$ cat config.mk
export PLATFORM = sky130hd
export DESIGN_NAME = serial_pattern_tx_flat
export DESIGN_NICKNAME = d
export VERILOG_FILES = /design/src/rtl/serial_pattern_tx_pkg.sv /design/src/rtl/serial_pattern_tx_if.sv /design/src/rtl/serial_pattern_tx_shift_reg.sv /design/src/rtl/serial_pattern_tx.sv /design/src/flat_wrapper.sv
export SDC_FILE = /design/constraint.sdc
export NUM_CORES = 1
export LEC_CHECK = 0
export CAP_MARGIN = 10
export CORE_MARGIN = 2
export CORE_UTILIZATION = 40
export DETAILED_ROUTE_END_ITERATION = 7
export GPL_TIMING_DRIVEN = 0
export PLACE_DENSITY = 0.66
export SLEW_MARGIN = 15
export SYNTH_ARGS = -nofsm -noshare
export SYNTH_HDL_FRONTEND = slang
export SYNTH_SLANG_ARGS = --single-unit
$ cat constraint.sdc
create_clock -name clk -period 2.33 [get_ports clk]
set_input_delay 0.466 -clock clk [delete_from_list [all_inputs] [get_ports clk]]
set_output_delay 0.466 -clock clk [all_outputs]
set_load 0.05 [all_outputs]
$ cat src/rtl/serial_pattern_tx_pkg.sv
// Shared FSM state encoding for serial_pattern_tx.
// ST_PARITY only exists when SERIAL_TX_PARITY_EN is defined.
package serial_pattern_tx_pkg;

    localparam int unsigned STATE_W = 2;

    typedef enum logic [STATE_W-1:0] {
        ST_IDLE   = 2'd0,
        ST_SHIFT  = 2'd1,
`ifdef SERIAL_TX_PARITY_EN
        ST_PARITY = 2'd3,
`endif
        ST_DONE   = 2'd2
    } state_t;

endpackage

$ cat src/rtl/serial_pattern_tx_if.sv
// Load/ready word handshake plus serial x stream of serial_pattern_tx.
interface serial_pattern_tx_if #(
    parameter int unsigned WIDTH = 8
);
    logic [WIDTH-1:0] data_in;
    logic             load;
    logic             ready;
    logic             x_out;
    logic             x_valid;
    logic             done;

    modport master (
        output data_in, load,
        input  ready, x_out, x_valid, done
    );

    modport slave (
        input  data_in, load,
        output ready, x_out, x_valid, done
    );
endinterface

$ cat src/rtl/serial_pattern_tx_shift_reg.sv
// Loadable WIDTH-bit shift register; head is the next bit to transmit.
module tx_shift_reg #(
    parameter int unsigned WIDTH     = 8,
    parameter bit          MSB_FIRST = 1'b1
) (
    input  logic             clk,
    input  logic             rst,
    input  logic             load_en,
    input  logic             shift_en,
    input  logic [WIDTH-1:0] data_in,
    output logic             head
);

    logic [WIDTH-1:0] q;

    always_ff @(posedge clk or negedge rst) begin
        if (!rst) begin
            q <= '0;
        end else if (load_en) begin
            q <= data_in;
        end else if (shift_en) begin
            if (MSB_FIRST) begin
                q <= {q[WIDTH-2:0], 1'b0};
            end else begin
                q <= {1'b0, q[WIDTH-1:1]};
            end
        end
    end

    assign head = MSB_FIRST ? q[WIDTH-1] : q[0];

endmodule

$ cat src/rtl/serial_pattern_tx.sv
// Parallel-to-serial pattern transmitter feeding the detector's x input.
// Define SERIAL_TX_PARITY_EN to append an even-parity bit after each word.
module serial_pattern_tx
    import serial_pattern_tx_pkg::*;
#(
    parameter int unsigned WIDTH     = 8,
    parameter bit          MSB_FIRST = 1'b1
) (
    input  logic                clk,
    input  logic                rst,
    serial_pattern_tx_if.slave  bus
);

    localparam int unsigned CNT_W = $clog2(WIDTH + 1);

    state_t           state;
    state_t           state_nxt;
    logic [CNT_W-1:0] cnt;
    logic             accept;
    logic             last_bit;
    logic             head;
    logic             ready;
    logic             x_valid;
    logic             x_out;
    logic             done;

    assign accept   = (state == ST_IDLE) && bus.load;
    assign last_bit = (cnt == CNT_W'(WIDTH - 1));

    tx_shift_reg #(
        .WIDTH     (WIDTH),
        .MSB_FIRST (MSB_FIRST)
    ) u_shift (
        .clk      (clk),
        .rst      (rst),
        .load_en  (accept),
        .shift_en (state == ST_SHIFT),
        .data_in  (bus.data_in),
        .head     (head)
    );

    always_ff @(posedge clk or negedge rst) begin
        if (!rst) begin
            state <= ST_IDLE;
        end else begin
            state <= state_nxt;
        end
    end

    // cnt holds the index of the bit currently on x_out while in SHIFT
    always_ff @(posedge clk or negedge rst) begin
        if (!rst) begin
            cnt <= '0;
        end else if (accept) begin
            cnt <= '0;
        end else if (state == ST_SHIFT) begin
            cnt <= cnt + CNT_W'(1);
        end
    end

`ifdef SERIAL_TX_PARITY_EN
    logic parity_q;

    always_ff @(posedge clk or negedge rst) begin
        if (!rst) begin
            parity_q <= 1'b0;
        end else if (accept) begin
            parity_q <= ^bus.data_in;
        end
    end
`endif

    // Outputs decode only registered state, so inputs never reach them combinationally
    always_comb begin
        state_nxt = state;
        ready     = 1'b0;
        x_valid   = 1'b0;
        x_out     = 1'b0;
        done      = 1'b0;
        case (state)
            ST_IDLE: begin
                ready = 1'b1;
                if (bus.load) begin
                    state_nxt = ST_SHIFT;
                end
            end
            ST_SHIFT: begin
                x_valid = 1'b1;
                x_out   = head;
                if (last_bit) begin
`ifdef SERIAL_TX_PARITY_EN
                    state_nxt = ST_PARITY;
`else
                    state_nxt = ST_DONE;
`endif
                end
            end
`ifdef SERIAL_TX_PARITY_EN
            ST_PARITY: begin
                x_valid   = 1'b1;
                x_out     = parity_q;
                state_nxt = ST_DONE;
            end
`endif
            ST_DONE: begin
                done      = 1'b1;
                state_nxt = ST_IDLE;
            end
            default: begin
                state_nxt = ST_IDLE;
            end
        endcase
    end

    assign bus.ready   = ready;
    assign bus.x_valid = x_valid;
    assign bus.x_out   = x_out;
    assign bus.done    = done;

endmodule

$ cat src/flat_wrapper.sv
// flat-port wrapper written by rule: the top's interface ports become plain ports
module serial_pattern_tx_flat import serial_pattern_tx_pkg::*;
#(
    parameter int unsigned WIDTH     = 8,
    parameter bit          MSB_FIRST = 1'b1
)
  (clk, rst, bus_data_in, bus_load, bus_ready, bus_x_out, bus_x_valid, bus_done);
  serial_pattern_tx_if #(.WIDTH(WIDTH)) bus_i ();
  input  logic clk;
  input  logic rst;
  input wire logic [$bits(bus_i.data_in)-1:0] bus_data_in;
  input wire logic [$bits(bus_i.load)-1:0] bus_load;
  output wire logic [$bits(bus_i.ready)-1:0] bus_ready;
  output wire logic [$bits(bus_i.x_out)-1:0] bus_x_out;
  output wire logic [$bits(bus_i.x_valid)-1:0] bus_x_valid;
  output wire logic [$bits(bus_i.done)-1:0] bus_done;
  assign bus_i.data_in = bus_data_in;
  assign bus_i.load = bus_load;
  assign bus_ready = bus_i.ready;
  assign bus_x_out = bus_i.x_out;
  assign bus_x_valid = bus_i.x_valid;
  assign bus_done = bus_i.done;
  serial_pattern_tx #(.WIDTH(WIDTH), .MSB_FIRST(MSB_FIRST)) u_core (.clk(clk), .rst(rst), .bus(bus_i));
endmodule
==> flow_metrics.tcl, run 1 <==
set metrics [dict create \
    cp.depth 4 \
    syn-num-nets 77 \
    vdd_drop_max_mv 0.8407 \
    setup_viol 0 \
    n_antenna_cell 0 \
    dp_hpwl_microns 874.7 \
    worstPathMaxFanout 7 \
    die_w_microns 44.53 \
    crit_chain "nand2b_1 > inv_1 > and2_1 > dlygate4sd2_1" \
    powerDensity_nw_per_um2 1291 \
    fillers 140 \
    area_growth_pct 27.62 \
    tritoncts "built" \
    grt_pass1_wl_mm 2.111 \
    fin_setup_tns_ns 0 \
    vias_per_cell 5.388 \
    status "completed" \
    numCtsBuffers 3 \
    register_area_sq_um 350.3 \
    rr_worst_depth 3 \
    drtIter0Drc 12 \
    avgSynthCellArea_sq_um 10.11 \
    post-route-period-util_pct 92.51 \
    seq_area_frac_synth_pct 53.33 \
    coreArea_sq_um 1524 \
    via_count 528 \
    clock_sinks 14 \
    ys_ff_latch 14 \
    dr.pass1.iters 5 \
    drive_above_1_share_pct 12.20 \
    io_pins 15 \
    slew_headroom_pct 58.49 \
    use_met3_pct 3.673 \
    critPathKind "register to primary output" \
    crit_family "buffers and inverters" \
    synthCells 65 \
    finalMaxSlewViolations 0 \
    clk-insertion-delay-late_ns 0.28 \
    wl_per_cell_microns 12.38 \
    drt-total-wl_mm 1.213 \
    synth_warnings 0 \
    grt_pass1_vias 517 \
    hp-class "register to register" \
    pre_cts_slack_ns 0.2140 \
    synth_cell_types 21 \
    setup_slack_ns 0.1745 \
    min_from "u_core.u_shift.q[1]" \
    detail-route-antenna-nets 0 \
    worst_slew_pin_slew_ns 0.6206 \
    cts_max_path_buffers 2 \
    start_util_pct 43.10 \
    grt_max_degree 15 \
    rsz0062_at_grt "false" \
    root_buffer "clkbuf_4" \
    die-area_sq_um 1982 \
    cpPeakStageDelay_ns 0.52 \
    path_clk_slew_ns 0.08 \
    met2_usage_pct 22.32 \
    min_to "u_core.u_shift.q[1]" \
    synth_area_sq_um 656.9 \
    fin_util_pct 55.01 \
    fmax_mhz 463.9 \
    htreeDepth 1 \
    fp-row-count 14 \
    port_buffers 14 \
    cts_hold_buf 0 \
    hold_viol 0 \
    cp_slowest_cell "dlygate4sd2_1" \
    start_kind "register" \
    overflow 0 \
    cellLeakagePower_uw 0.0003897 \
    antenna_found_initial 0 \
    skew_ns 0.003733 \
    drc 0 \
    cp-end-kind "primary output" \
    r2r_end "u_core.cnt[2]" \
    routabilityCongestion 0.7441 \
    nets 96 \
    r2r_slack_ns 1.13 \
    whs_path_depth 2 \
    multi_input_comb_area_sq_um 280.3 \
    cp.arrival_ns 1.69 \
    track_usage_pct 14.89 \
    maxCapViolCount 0 \
    r2r_start "u_core.cnt[0]" \
    top_usage_layer "met2" \
    die_height_microns 44.53 \
    path_buf_inv 2 \
    met1_usage_pct 19.22 \
    critPathRequiredTime_ns 1.86 \
    period_needed_ns 2.155 \
]
## worst max-delay path by stage
stage | from | to | slack (ns)
finish | u_core.state[0] | bus_x_out | 0.17
global route | u_core.state[0] | bus_x_out | 0.08
CTS | u_core.state[0] | bus_ready | 0.004
detailed placement | u_core.state[0] | bus_x_out | 0.21
global placement | u_core.state[0] | bus_x_out | 0.19
floorplan | u_core.state[1] | bus_x_out | 0.44
## cells by family (layout without fill, tap and decap cells)
logic type	after synthesis	count (layout)	synth area share, %
AO/OA/AOI/OAI	21	21	22.48
adder cells (fa/ha/maj)	1	1	1.904
buffers and inverters	5	22	3.999
flip-flops	14	14	53.33
multiplexers	2	2	3.238
AND/OR/NAND/NOR	22	22	15.05
## placed cells by master, fill, tap and decap left out
cell,n
nor2_1,3
buf_2,3
o21ai_1,7
and2_1,1
o311ai_2,1
dlymetal6s2s_1,1
nor3_1,1
a22o_1,2
nand3_1,2
clkdlybuf4s50_1,10
dfrtp_1,14
nand2b_1,1
a22oi_1,7
nand2_1,11
o21bai_2,1
a21oi_1,1
ha_1,1
buf_4,1
dlygate4sd2_1,3
o21ai_0,2
clkbuf_4,3
nor2b_1,3
inv_1,1
mux2_2,1
mux2i_1,1
## final cells by class
class / count / share of cell area, %
Tap cell: 16 / 2.388
Timing Repair Buffer: 14 / 16.57
Buffer: 4 / 2.687
Multi-Input combinational cell: 46 / 33.43
Sequential cell: 14 / 41.79
Inverter: 1 / 0.4478
Clock buffer: 3 / 2.687
## routing by layer
metal	vias to the layer above	share of wire, %
met5	-	0
met4	0	1.2
met3	2	5.4
met2	11	45
met1	250	48
li1	265	-
## power by group
part | switching, uW | internal (uW) | leakage [uW]
Sequential | 86.1 | 343 | 0.000179
Clock | 74.0 | 59.9 | 0.0000138
Combinational | 303 | 216 | 0.000197
## Yosys cell counts
library cell,n,area share [%]
buf_2,3,2.3
nor2b_1,3,2.9
nand2_1,11,6.3
o311ai_2,1,2.5
a21oi_1,1,0.76
o21ai_0,2,1.5
nand2b_1,1,0.95
a22o_1,2,2.7
mux2_2,1,1.7
a22oi_1,7,8.0
o21bai_2,1,1.7
nand3_1,2,1.5
ha_1,1,1.9
mux2i_1,1,1.5
dfrtp_1,14,53
buf_4,1,1.1
nor3_1,1,0.76
nor2_1,3,1.7
o21ai_1,7,5.3
and2_1,1,0.95
inv_1,1,0.57
## sequential cells by signal, indices dropped and copies added (netlist names)
signal and flops:
u_core.cnt 4, u_core.state 2, u_core.u_shift.q 8
## metrics by stage
stage,area [sq um],cells,hold WS [ns],total power (uW)
floorplan,656.9,65,0.1704,816.9
global placement,817.0,95,0.4743,969.9
detailed placement,817.0,95,0.4821,972.5
CTS,835.8,98,0.5014,1096
global route,838.3,98,0.5236,1166
finish,838.3,98,0.4901,1082
## worst min-delay path, delay by kind of cell, from the launching register on
family	cells	cell delay [ns]
and+or+nand+nor	1	0.05
DFF	1	0.35
AOI/OAI and AO/OA	1	0.06
## what timing repair did
action | in CTS | in global routing
resized for setup | 3 | 1
setup buffers | 0 | 0
endpoints found under the setup margin | 3 | 1
No activity file was read; power rests on OpenSTA's default activity.
==> run 2, diff against run 1 <==
--- a/config.mk
+++ b/config.mk
@@ -5,12 +5,13 @@
 export SDC_FILE = /design/constraint.sdc
 export NUM_CORES = 1
 export LEC_CHECK = 0
-export CAP_MARGIN = 10
+export CAP_MARGIN = 40
 export CORE_MARGIN = 2
 export CORE_UTILIZATION = 40
 export DETAILED_ROUTE_END_ITERATION = 7
 export GPL_TIMING_DRIVEN = 0
 export PLACE_DENSITY = 0.66
+export REMOVE_ABC_BUFFERS = 1
 export SLEW_MARGIN = 15
 export SYNTH_ARGS = -nofsm -noshare
 export SYNTH_HDL_FRONTEND = slang
==> flow_metrics.tcl, run 2 (same netlist as run 1, synthesis figures left out) <==
set metrics [dict create \
    regMostFlops "u_core.u_shift.q" \
    skew_ns 0.009928 \
    vias_per_cell 5.337 \
    wl_met2_microns 580 \
    drive_above_1_share_pct 11.39 \
    fp-row-count 14 \
    path_clk_slew_ns 0.09 \
    root_buffer "clkbuf_4" \
    dp_hpwl_microns 824.1 \
    clk-insertion-delay-late_ns 0.28 \
    comb_power_share_pct 42.4 \
    area_growth_pct 26.29 \
    drtIter0Drc 8 \
    critPathRequiredTime_ns 1.86 \
    antenna_found_initial 0 \
    postCtsSetupRepairBufs 0 \
    pre_cts_slack_ns -0.03289 \
    start_kind "register" \
    cp.arrival_ns 1.76 \
    largest_register_ffs 8 \
    clock_power_share_pct 15.7 \
    power_switching_uw 457.3 \
    final_cell_mix "dfrtp_1, nand2_1, clkdlybuf4s50_1" \
    track_usage_pct 14.04 \
    worst_slew_pin_slew_ns 0.6230 \
    die-area_sq_um 1982 \
    wl_met1_microns 556 \
    final_common_cell "dfrtp_1" \
    r2r_start "u_core.state[0]" \
    dr.pass1.iters 3 \
    cellLeakagePower_uw 0.0003724 \
    fmax_mhz 449.1 \
    grt_pass1_wl_mm 2.042 \
    wl_per_cell_microns 12.59 \
    cp-end-kind "primary output" \
    status "completed" \
    setup_viol 0 \
    drc 0 \
    reg.largest.list "u_core.u_shift.q: 8 flops, u_core.cnt: 4 flops, u_core.state: 2 flops" \
    p_seq_share_pct 41.9 \
    clock_sinks 14 \
    r2r_end "u_core.u_shift.q[1]" \
    start_util_pct 43.10 \
    path_buf_inv 1 \
    fin_setup_tns_ns 0 \
    drt-total-wl_mm 1.196 \
    min_to "u_core.u_shift.q[6]" \
    top_layer "met4" \
    worstPathMaxFanout 14 \
    rsz0062_at_grt "false" \
    finalMaxSlewViolations 0 \
    powerDensity_nw_per_um2 1315 \
    stdcell_count 95 \
    setup_slack_ns 0.1032 \
    post-route-period-util_pct 95.57 \
    r2r_slack_ns 1.01 \
    place_inst 91 \
    cpPeakStageDelay_ns 0.81 \
    slew_headroom_pct 58.34 \
    met3_length_microns 45 \
    numCtsBuffers 3 \
    cts_max_path_buffers 2 \
    detail-route-antenna-nets 0 \
    p_int_uw 633.9 \
    n_antenna_cell 0 \
    grt_pass1_vias 468 \
    via_count 507 \
    min_from "u_core.u_shift.q[6]" \
    whs_path_depth 2 \
    die_w_microns 44.53 \
    nets 92 \
    grt_max_degree 17 \
    overflow 0 \
    hold_viol 0 \
    coreArea_sq_um 1524 \
    cp_slowest_cell "clkdlybuf4s50_1" \
    maxCapViolCount 0 \
    hp-class "register to register" \
    period_needed_ns 2.227 \
    routabilityCongestion 0.7270 \
    critPathKind "register to primary output" \
    crit_family "buffers and inverters" \
    crit_chain "nor2_1 > clkdlybuf4s50_1" \
    io_pins 15 \
    port_buffers 14 \
    die_height_microns 44.53 \
    htreeDepth 1 \
    switching_share_pct 41.91 \
    vdd_drop_max_mv 0.6354 \
    tritoncts "built" \
    rr_worst_depth 3 \
]
[run 2: final cells by class]
cell class	instances	area, sq um
clock buffers	4	36.28
fillers	138	694.4
inverters	1	3.754
multi-input cells	46	280.3
flip-flops and latches	14	351.6
well taps	16	20.02
repair buffers	14	137.6
[run 2: stage by stage]
| stage | hold slack, ns | instance area [sq um] | util [%] | total power (uW) |
|---|---|---|---|---|
| 6_report | 0.4963 | 829.5 | 54.43 | 1091 |
| 5_1_grt | 0.5353 | 829.5 | 54.43 | 1184 |
| 2_1_floorplan | 0.1704 | 634.4 | - | 790.5 |
| 3_5_place_dp | 0.4767 | 794.5 | 52.13 | 945.9 |
| 4_1_cts | 0.4980 | 829.5 | 54.43 | 1108 |
| 3_3_place_gp | 0.4694 | 794.5 | 52.13 | 935.6 |
[run 2: per-layer routing]
| layer | global-route usage, % | vias up |
|---|---|---|
| li1 | - | 257 |
| met1 | 18.62 | 240 |
| met2 | 21.45 | 8 |
| met3 | 3.673 | 2 |
| met4 | 6.061 | 0 |
| met5 | 0 | - |
[run 2: what timing repair did]
action | in CTS | in global routing
hold buffers | 0 | 0
gates resized for setup | 3 | 4
setup endpoints to repair | 2 | 3
[run 2: how the worst max path moves through the flow]
stage,end,cells after the start,startpoint,slack (ns)
finish,bus_ready,2,u_core.state[1],0.10
global route,bus_ready,2,u_core.state[1],0.02
detailed placement,bus_x_out,4,u_core.state[0],-0.03
global placement,bus_x_out,4,u_core.state[0],-0.04
CTS,bus_done,2,u_core.state[1],0.007
floorplan,bus_x_out,3,u_core.state[0],0.30
[run 2: power groups by stage]
stage	sequential, uW	clock [uW]	combinational [uW]
after floorplan	431	0	360
after global placement	460	0	476
after detailed placement	462	0	484
after CTS	460	178	469
after global routing	478	186	520
final	457	172	463
[run 2: tightest hold or removal path, delay by kind of cell (launching register included)]
family	cells	cell delay [ns]
compound gates	1	0.06
flops	1	0.36
simple gates	1	0.05
==> run 3, diff against run 2 <==
--- a/config.mk
+++ b/config.mk
@@ -9,8 +9,9 @@
 export CORE_MARGIN = 2
 export CORE_UTILIZATION = 40
 export DETAILED_ROUTE_END_ITERATION = 7
+export DONT_BUFFER_PORTS = 1
 export GPL_TIMING_DRIVEN = 0
-export PLACE_DENSITY = 0.66
+export MAX_ROUTING_LAYER = met4
 export REMOVE_ABC_BUFFERS = 1
 export SLEW_MARGIN = 15
 export SYNTH_ARGS = -nofsm -noshare
==> flow_metrics.tcl, run 3 (same netlist as run 1, synthesis figures left out) <==
set metrics [dict create \
    largest_register_ffs 8 \
    n_antenna_cell 0 \
    detail-route-antenna-nets 0 \
    cp.arrival_ns 1.74 \
    hold_viol 0 \
    maxCapViolCount 0 \
    coreArea_sq_um 1524 \
    antenna_found_initial 0 \
    fin_setup_tns_ns 0 \
    area_growth_pct 9.905 \
    via_count 475 \
    p_seq_share_pct 43.2 \
    grt_pass1_wl_mm 2.014 \
    hp-class "primary input to register" \
    finalMaxSlewViolations 0 \
    cts_max_path_buffers 2 \
    cellLeakagePower_uw 0.0003074 \
    dr.pass1.iters 4 \
    regMostFlops "u_core.u_shift.q" \
    clock_power_share_pct 16.3 \
    drc 0 \
    critPathRequiredTime_ns 1.86 \
    crit_family "simple AND/OR/NAND/NOR gates" \
    comb_power_share_pct 40.4 \
    wl_per_cell_microns 13.95 \
    dp_hpwl_microns 783.5 \
    power_switching_uw 462.8 \
    powerDensity_nw_per_um2 1473 \
    period_needed_ns 2.209 \
    port_buffers 0 \
    crit_chain "nand2b_4 > clkinvlp_4 > and2_2" \
    vias_per_cell 5.723 \
    vdd_drop_max_mv 0.5632 \
    root_buffer "clkbuf_4" \
    io_pins 15 \
    overflow 0 \
    grt_pass1_vias 453 \
    path_buf_inv 1 \
    die_height_microns 44.53 \
    fillers 152 \
    final_cell_mix "dfrtp_1, nand2_1, a22oi_1, o21ai_1" \
    fin_util_pct 47.37 \
    numCtsBuffers 3 \
    cpPeakStageDelay_ns 0.59 \
    grt_max_degree 17 \
    routabilityCongestion 0.6945 \
    path_clk_slew_ns 0.08 \
    skew_ns 0.002480 \
    die_w_microns 44.53 \
    htreeDepth 1 \
    final_common_cell "dfrtp_1" \
    cp_slowest_cell "dfrtp_1" \
    setup_viol 0 \
    multi_input_comb_area_sq_um 289.0 \
    critPathKind "register to primary output" \
    rsz0062_at_grt "false" \
    register_area_sq_um 351.6 \
    start_kind "register" \
    drtIter0Drc 14 \
    clock_sinks 14 \
    fp-row-count 14 \
    slew_headroom_pct 40.67 \
    start_util_pct 43.10 \
    post-route-period-util_pct 94.80 \
    status "completed" \
    tritoncts "built" \
    worstPathMaxFanout 16 \
    p_int_uw 600.5 \
    reg.largest.list "u_core.u_shift.q: 8 flops, u_core.cnt: 4 flops, u_core.state: 2 flops" \
    drt-total-wl_mm 1.158 \
    worst_slew_pin_slew_ns 0.8867 \
    track_usage_pct 14.71 \
    postCtsSetupRepairBufs 0 \
    switching_share_pct 43.52 \
    nets 80 \
    clk-insertion-delay-late_ns 0.28 \
    fmax_mhz 452.7 \
    die-area_sq_um 1982 \
    cp-end-kind "primary output" \
    drive_above_1_share_pct 17.91 \
]
-- run 3: what timing repair did --
item / CTS / global route
setup endpoints to repair: 1 / 0
gates resized for setup: 4 / 0
hold endpoints to repair: 14 / 0
hold buffers: 1 / 0
-- run 3: final cells by class --
| type | count | share of cell area (%) |
|---|---|---|
| Tap cell | 16 | 2.773 |
| Clock buffer | 4 | 5.026 |
| Multi-Input combinational cell | 46 | 40.03 |
| Inverter | 1 | 1.040 |
| Sequential cell | 14 | 48.70 |
| Timing Repair Buffer | 2 | 2.426 |
-- run 3: per-stage QoR --
step | worst slack, ns | hold WS (ns) | cell area [sq um] | power (uW) | instances
floorplan | 0.2952 | 0.1704 | 634.4 | 790.5 | 61
global placement | 0.1017 | 0.1707 | 654.4 | 857.1 | 77
detailed placement | 0.1014 | 0.1708 | 661.9 | 864.8 | 78
CTS | 0.1016 | 0.3686 | 721.9 | 1073 | 83
global route | 0.01623 | 0.3836 | 721.9 | 1153 | 83
finish | 0.1210 | 0.3753 | 721.9 | 1063 | 83
-- run 3: power by group through the flow --
| stage | Clock, uW | Combinational (uW) | Sequential [uW] |
|---|---|---|---|
| 2_1_floorplan | 0 | 360 | 431 |
| 3_3_place_gp | 0 | 400 | 457 |
| 3_5_place_dp | 0 | 406 | 459 |
| 4_1_cts | 180 | 433 | 460 |
| 5_1_grt | 191 | 480 | 482 |
| 6_report | 174 | 430 | 460 |
-- run 3: final timing paths --
check,from,endpoint,slack [ns],cells past startpoint
max,u_core.state[0],bus_x_out,0.12,3
max in group asynchronous,rst,u_core.state[1],1.25,1
max reg2reg,u_core.state[0],u_core.cnt[1],0.84,3
min reg2reg,u_core.u_shift.q[3],u_core.u_shift.q[3],0.49,2
min in group asynchronous,rst,u_core.cnt[1],0.64,1
min,bus_data_in[3],u_core.u_shift.q[3],0.38,2
-- run 3: layer usage --
metal / part of all wire [%] / track usage, %
met3: 7.9 / 3.265
met5: 0 / -
met2: 46 / 19.71
met1: 44 / 19.90
met4: 2.0 / 9.091
